### src/rtl/sub16_pkg.sv
// Shared constants and types for the nibble-serial 16-bit subtractor.
package sub16_pkg;

   localparam int DEFAULT_WIDTH  = 16;
   localparam int DEFAULT_SLICE  = 4;
   localparam int DEFAULT_NSLICE = DEFAULT_WIDTH / DEFAULT_SLICE;

   typedef enum logic [1:0] {
      IDLE = 2'd0,
      RUN  = 2'd1,
      DONE = 2'd2
   } state_t;

   // A one-slice configuration still needs a 1-bit counter.
   function automatic int cnt_width(input int n);
      return (n > 1) ? $clog2(n) : 1;
   endfunction

   localparam int DEFAULT_CNT_W = cnt_width(DEFAULT_NSLICE);

endpackage

### src/rtl/sub4bit_slice.sv
// Combinational borrow-ripple subtractor slice: d = x - y - bin, built from
// full-subtractor cells.
module sub4bit_slice
   import sub16_pkg::*;
#(
   parameter int SLICE_W = DEFAULT_SLICE
) (
   input  logic [SLICE_W-1:0] x,
   input  logic [SLICE_W-1:0] y,
   input  logic               bin,
   output logic [SLICE_W-1:0] d,
   output logic               bout
);

   logic [SLICE_W:0] chain;

   assign chain[0] = bin;

   for (genvar i = 0; i < SLICE_W; i++) begin : g_cell
      assign d[i]       = x[i] ^ y[i] ^ chain[i];
      assign chain[i+1] = (~x[i] & y[i]) | (~(x[i] ^ y[i]) & chain[i]);
   end

   assign bout = chain[SLICE_W];

endmodule

### src/rtl/nibble_serial_sub16.sv
// Multi-cycle subtractor: one SLICE-bit borrow-ripple slice reused per cycle,
// LSB slice first, with a start/done handshake.
module nibble_serial_sub16
   import sub16_pkg::*;
#(
   parameter int WIDTH = DEFAULT_WIDTH,
   parameter int SLICE = DEFAULT_SLICE
) (
   input  logic             clk,
   input  logic             rst_n,
   input  logic             start,
   input  logic [WIDTH-1:0] a,
   input  logic [WIDTH-1:0] b,
   output logic             busy,
   output logic             done,
   output logic [WIDTH-1:0] diff,
   output logic             borrow,
   output logic             ovf,
   output logic             zero
);

   localparam int NSLICE = WIDTH / SLICE;
   localparam int CW     = cnt_width(NSLICE);
   localparam logic [CW-1:0] LAST = CW'(NSLICE - 1);
   localparam int MSB    = WIDTH - 1;

   state_t state_q, state_d;

   logic [CW-1:0]    cnt_q;
   logic             bin_q;
   logic [WIDTH-1:0] a_q, b_q;
   logic [WIDTH-1:0] shadow_q, shadow_next;
   logic [WIDTH-1:0] diff_q;
   logic             borrow_q, ovf_q, zero_q;

   logic [SLICE-1:0] slice_d;
   logic             slice_bout;
   logic             accept, last_slice;

   assign accept     = start && (state_q != RUN);
   assign last_slice = (state_q == RUN) && (cnt_q == LAST);

   sub4bit_slice #(.SLICE_W(SLICE)) u_slice (
      .x    (a_q[cnt_q*SLICE +: SLICE]),
      .y    (b_q[cnt_q*SLICE +: SLICE]),
      .bin  (bin_q),
      .d    (slice_d),
      .bout (slice_bout)
   );

   // NOTE: every always_comb output gets a default first so no path leaves it unassigned (no latch).
   always_comb begin
      shadow_next = shadow_q;
      shadow_next[cnt_q*SLICE +: SLICE] = slice_d;
   end

   // NOTE: sequential state uses <= so all registers update from pre-edge values.
   always_ff @(posedge clk) begin
      if (!rst_n) state_q <= IDLE;
      else        state_q <= state_d;
   end

   always_comb begin
      state_d = state_q;
      case (state_q)
         IDLE:    if (start) state_d = RUN;
         RUN:     if (cnt_q == LAST) state_d = DONE;
         DONE:    state_d = start ? RUN : IDLE;
         default: state_d = IDLE;
      endcase
   end

   always_comb begin
      busy   = (state_q == RUN);
      done   = (state_q == DONE);
      diff   = diff_q;
      borrow = borrow_q;
      ovf    = ovf_q;
      zero   = zero_q;
   end

   // Visible flags load from shadow_next so the top slice lands in the same
   // edge that enters DONE; partial results never reach diff.
   always_ff @(posedge clk) begin
      if (!rst_n) begin
         cnt_q    <= '0;
         bin_q    <= 1'b0;
         a_q      <= '0;
         b_q      <= '0;
         shadow_q <= '0;
         diff_q   <= '0;
         borrow_q <= 1'b0;
         ovf_q    <= 1'b0;
         zero_q   <= 1'b0;
      end else begin
         if (accept) begin
            a_q   <= a;
            b_q   <= b;
            cnt_q <= '0;
            bin_q <= 1'b0;
         end else if (state_q == RUN) begin
            shadow_q <= shadow_next;
            bin_q    <= slice_bout;
            cnt_q    <= cnt_q + CW'(1);
         end
         if (last_slice) begin
            diff_q   <= shadow_next;
            borrow_q <= slice_bout;
            ovf_q    <= (a_q[MSB] != b_q[MSB]) && (shadow_next[MSB] != a_q[MSB]);
            zero_q   <= (shadow_next == '0);
         end
      end
   end

endmodule

### config.mk
export PLATFORM = sky130hd
export DESIGN_NAME = nibble_serial_sub16
export DESIGN_NICKNAME = d
export VERILOG_FILES = /design/src/rtl/sub16_pkg.sv /design/src/rtl/sub4bit_slice.sv /design/src/rtl/nibble_serial_sub16.sv
export SDC_FILE = /design/constraint.sdc
export NUM_CORES = 1
export LEC_CHECK = 0
export CAP_MARGIN = 15
export CORE_ASPECT_RATIO = 1.75
export CORE_MARGIN = 3
export CORE_UTILIZATION = 53
export CTS_BUF_LIST = sky130_fd_sc_hd__clkbuf_8 sky130_fd_sc_hd__clkbuf_16
export DETAILED_ROUTE_END_ITERATION = 16
export PLACE_DENSITY = 0.86
export SETUP_SLACK_MARGIN = 0.4
export SLEW_MARGIN = 20
export SYNTH_ARGS = -nofsm -noshare
export SYNTH_HDL_FRONTEND = slang
export SYNTH_SLANG_ARGS = --single-unit
### constraint.sdc
create_clock -name clk -period 5.1 [get_ports clk]
set_input_delay 1.02 -clock clk [delete_from_list [all_inputs] [get_ports clk]]
set_output_delay 1.02 -clock clk [all_outputs]
set_load 0.05 [all_outputs]
==> out/metrics.yaml <==
status:
  status: "finished clean"
power_and_ir_drop:
  leakage_nw: 1.91
  pwr_density_cell_mw_per_mm2: 321
  vdd_drop_max_uv: 245
  power.total_mw: 1.33
synthesis:
  ys_ff_latch: 72
  synth.top_cell.area_share: 0.429
  ys_types: 36
  syn-cell-area_sq_mm: 0.00336
  syn_inst: 361
  netlist.top_cell.by_area: "dfxtp_1"
  ys_seq_area_frac: 0.429
  syn-num-nets: 406
  synthTopCellsByArea: "dfxtp_1 43%, nand2_1 11%, o211a_1 9.5%"
  yosysWarnings: 0
  postSynthAreaPerCell_sq_um: 9.32
route:
  route.detailed.drc: 0
  wl_mm: 7.66
  drt_iter0_drc: 176
  vias: 2745
  firstDrtPassIters: 5
  via_per_inst: 5.64
  wl_per_cell_um: 15.7
  antenna_left: 0
sta:
  final-setup-viol-count: 0
  fin_ws_ns: 1.33
  drv_slew: 0
  max_freq_ghz: 0.265
  hold_violations: 0
  clock-skew-final_ns: 0.00710
  rsz0062_at_grt: "no"
  fin_crit_sh: 0.739
  finalWorstPathRequiredPeriod_ns: 3.77
  worstMarginPinSlew_ns: 1.01
  slew_headroom: 0.323
  tns_ns: 0
grt:
  antenna_found_initial: 0
  grt_pass1_vias: 2708
  track_usage: 0.225
  gr-total-overflow: 0
  grt_pass1_wl_mm: 12.6
  grt_max_degree: 73
floorplan:
  rows: 37
  die_area_sq_mm: 0.00738
  ios: 56
  core_area_sq_mm: 0.00602
  die_w_um: 66.2
  initial_utilization: 0.559
  die_y_um: 111
clock_tree:
  holdBufCountCts: 0
  clk_latency_ns: 0.35
  cts_post_setup_buffers_inserted: 0
  clk_pin_slew_ns: 0.07
  cts_tree: "done"
  cts_max_level: 3
  clock_sinks: 72
  clockBufferDepth: 2
  cts_resized: 0
  cts_root_buf: "clkbuf_8"
  numCtsBuffers: 9
cells_and_area:
  final_cell_mix: "101 x nand2_1, 72 x dfxtp_1, 54 x clkdlybuf4s50_1, 32 x o211a_1, 26 x a21boi_0"
  num-nets-final: 449
  layout_commonest_cell: "nand2_1"
  area_growth_pct: 23.7
  stdcell_count: 487
  antenna_cells: 0
  drive_gt1_frac: 0.0880
  multi_input_area_sq_mm: 0.00178
  seqCellArea_sq_mm: 0.00144
  nFillCells: 472
critical_path:
  path_class: "flop to flop"
  crit_top_cell: "fa_1"
  slowest_stage: "mux4_2"
  cp_max_fo: 18
  start_kind: "flop"
  endpoint_kind: "flop"
  critPathMaxStageDelay_ns: 0.53
  worstPathRequired_ns: 5.40
  crit_family: "adder cells"
  cp_cell_sequence: "buf_4, mux4_2, inv_1, fa_1, inv_1, fa_1, fa_1, inv_1, fa_1, nor2_1, a31oi_2, or3b_1, nand3_1, o211a_1"
  critPathArrivalTime_ns: 4.07
  worstPathBufferInverterCount: 4
flow_run:
  cap_viol_max_count: 0
placement:
  hpwl_mm: 5.43
  pre_cts_ws_ns: 1.35
  dpl.cell_count: 471
  gp_congestion: 0.882
  port_buffers: 55
hold_path:
  hp-class: "flop to flop"
==> registers in the layout (all words and copies together), names as in the netlist <==
name	cells
shadow_q	16
ovf	1
b_q	16
state_q	2
diff	16
borrow	1
a_q	16
zero	1
bin_q	1
cnt_q	2
==> routing by layer <==
layer / vias to the layer above / part of all wire / GRT usage
met5: - / 0 / 0
met4: 0 / 0.025 / 0.0936
met3: 15 / 0.044 / 0.0605
met2: 80 / 0.58 / 0.418
met1: 1320 / 0.35 / 0.225
li1: 1330 / - / -
==> power breakdown <==
part	leakage, nW	switching (mW)	internal [mW]
combinational	1.20	0.105	0.0925
sequential	0.588	0.0190	0.590
clock	0.123	0.211	0.316
total	1.91	0.335	0.999
==> worst register-to-register path, delay by kind of cell (launching register included) <==
kind,cells,cell delay (ns)
fa+ha+maj,4,1.36
simple gates,3,0.72
mux,1,0.54
buf+inv,4,0.48
compound gates,2,0.33
flops,1,0.31
==> logic make-up after synthesis <==
group,synth area share
fa+ha+maj,0.0461
compound gates,0.216
simple gates,0.199
buf+inv,0.0450
flops,0.429
mux,0.0655
==> synth_stat cells (all sizes together) <==
| cell type | instances |
|---|---|
| o32ai | 1 |
| nor4 | 1 |
| o22ai | 1 |
| o2111ai | 1 |
| a31oi | 13 |
| nor2b | 16 |
| nand3b | 1 |
| dfxtp | 72 |
| nand2b | 1 |
| nor2 | 5 |
| nand2 | 101 |
| buf | 13 |
| a21boi | 34 |
| o211a | 32 |
| mux4 | 8 |
| clkbuf | 13 |
| and2b | 5 |
| fa | 4 |
| and2 | 4 |
| and3 | 2 |
| nor3b | 1 |
| or3b | 2 |
| ha | 6 |
| a21oi | 2 |
| o311ai | 1 |
| nor3 | 1 |
| and4 | 1 |
| nand4 | 2 |
| inv | 10 |
| nand3 | 3 |
| mux2i | 4 |
==> worst paths after layout <==
check | from | to | slack (ns) | depth (start not counted)
worst max-delay path | cnt_q[0] | ovf | 1.33 | 14
worst min-delay path | b_q[0] | b_q[0] | 0.47 | 2
worst max register to register | cnt_q[0] | ovf | 1.33 | 14
worst min register to register | b_q[0] | b_q[0] | 0.47 | 2
==> per-stage QoR <==
stage / hold WS [ns] / utilization / cell area [sq um]
3_3_place_gp: 0.443 / 0.651 / 3920
5_1_grt: 0.497 / 0.691 / 4160
6_report: 0.473 / 0.691 / 4160
3_5_place_dp: 0.448 / 0.651 / 3920
2_1_floorplan: 0.432 / - / 3360
4_1_cts: 0.475 / 0.691 / 4160
==> area by class of cell <==
cell class,instances,share of cell area
clock buffer,12,0.0397
clock inverter,4,0.0177
inverter,10,0.00902
multi-input combinational,253,0.427
sequential,72,0.346
tap,78,0.0235
timing repair buffer,58,0.137
No activity file was read; power rests on OpenSTA's default activity.
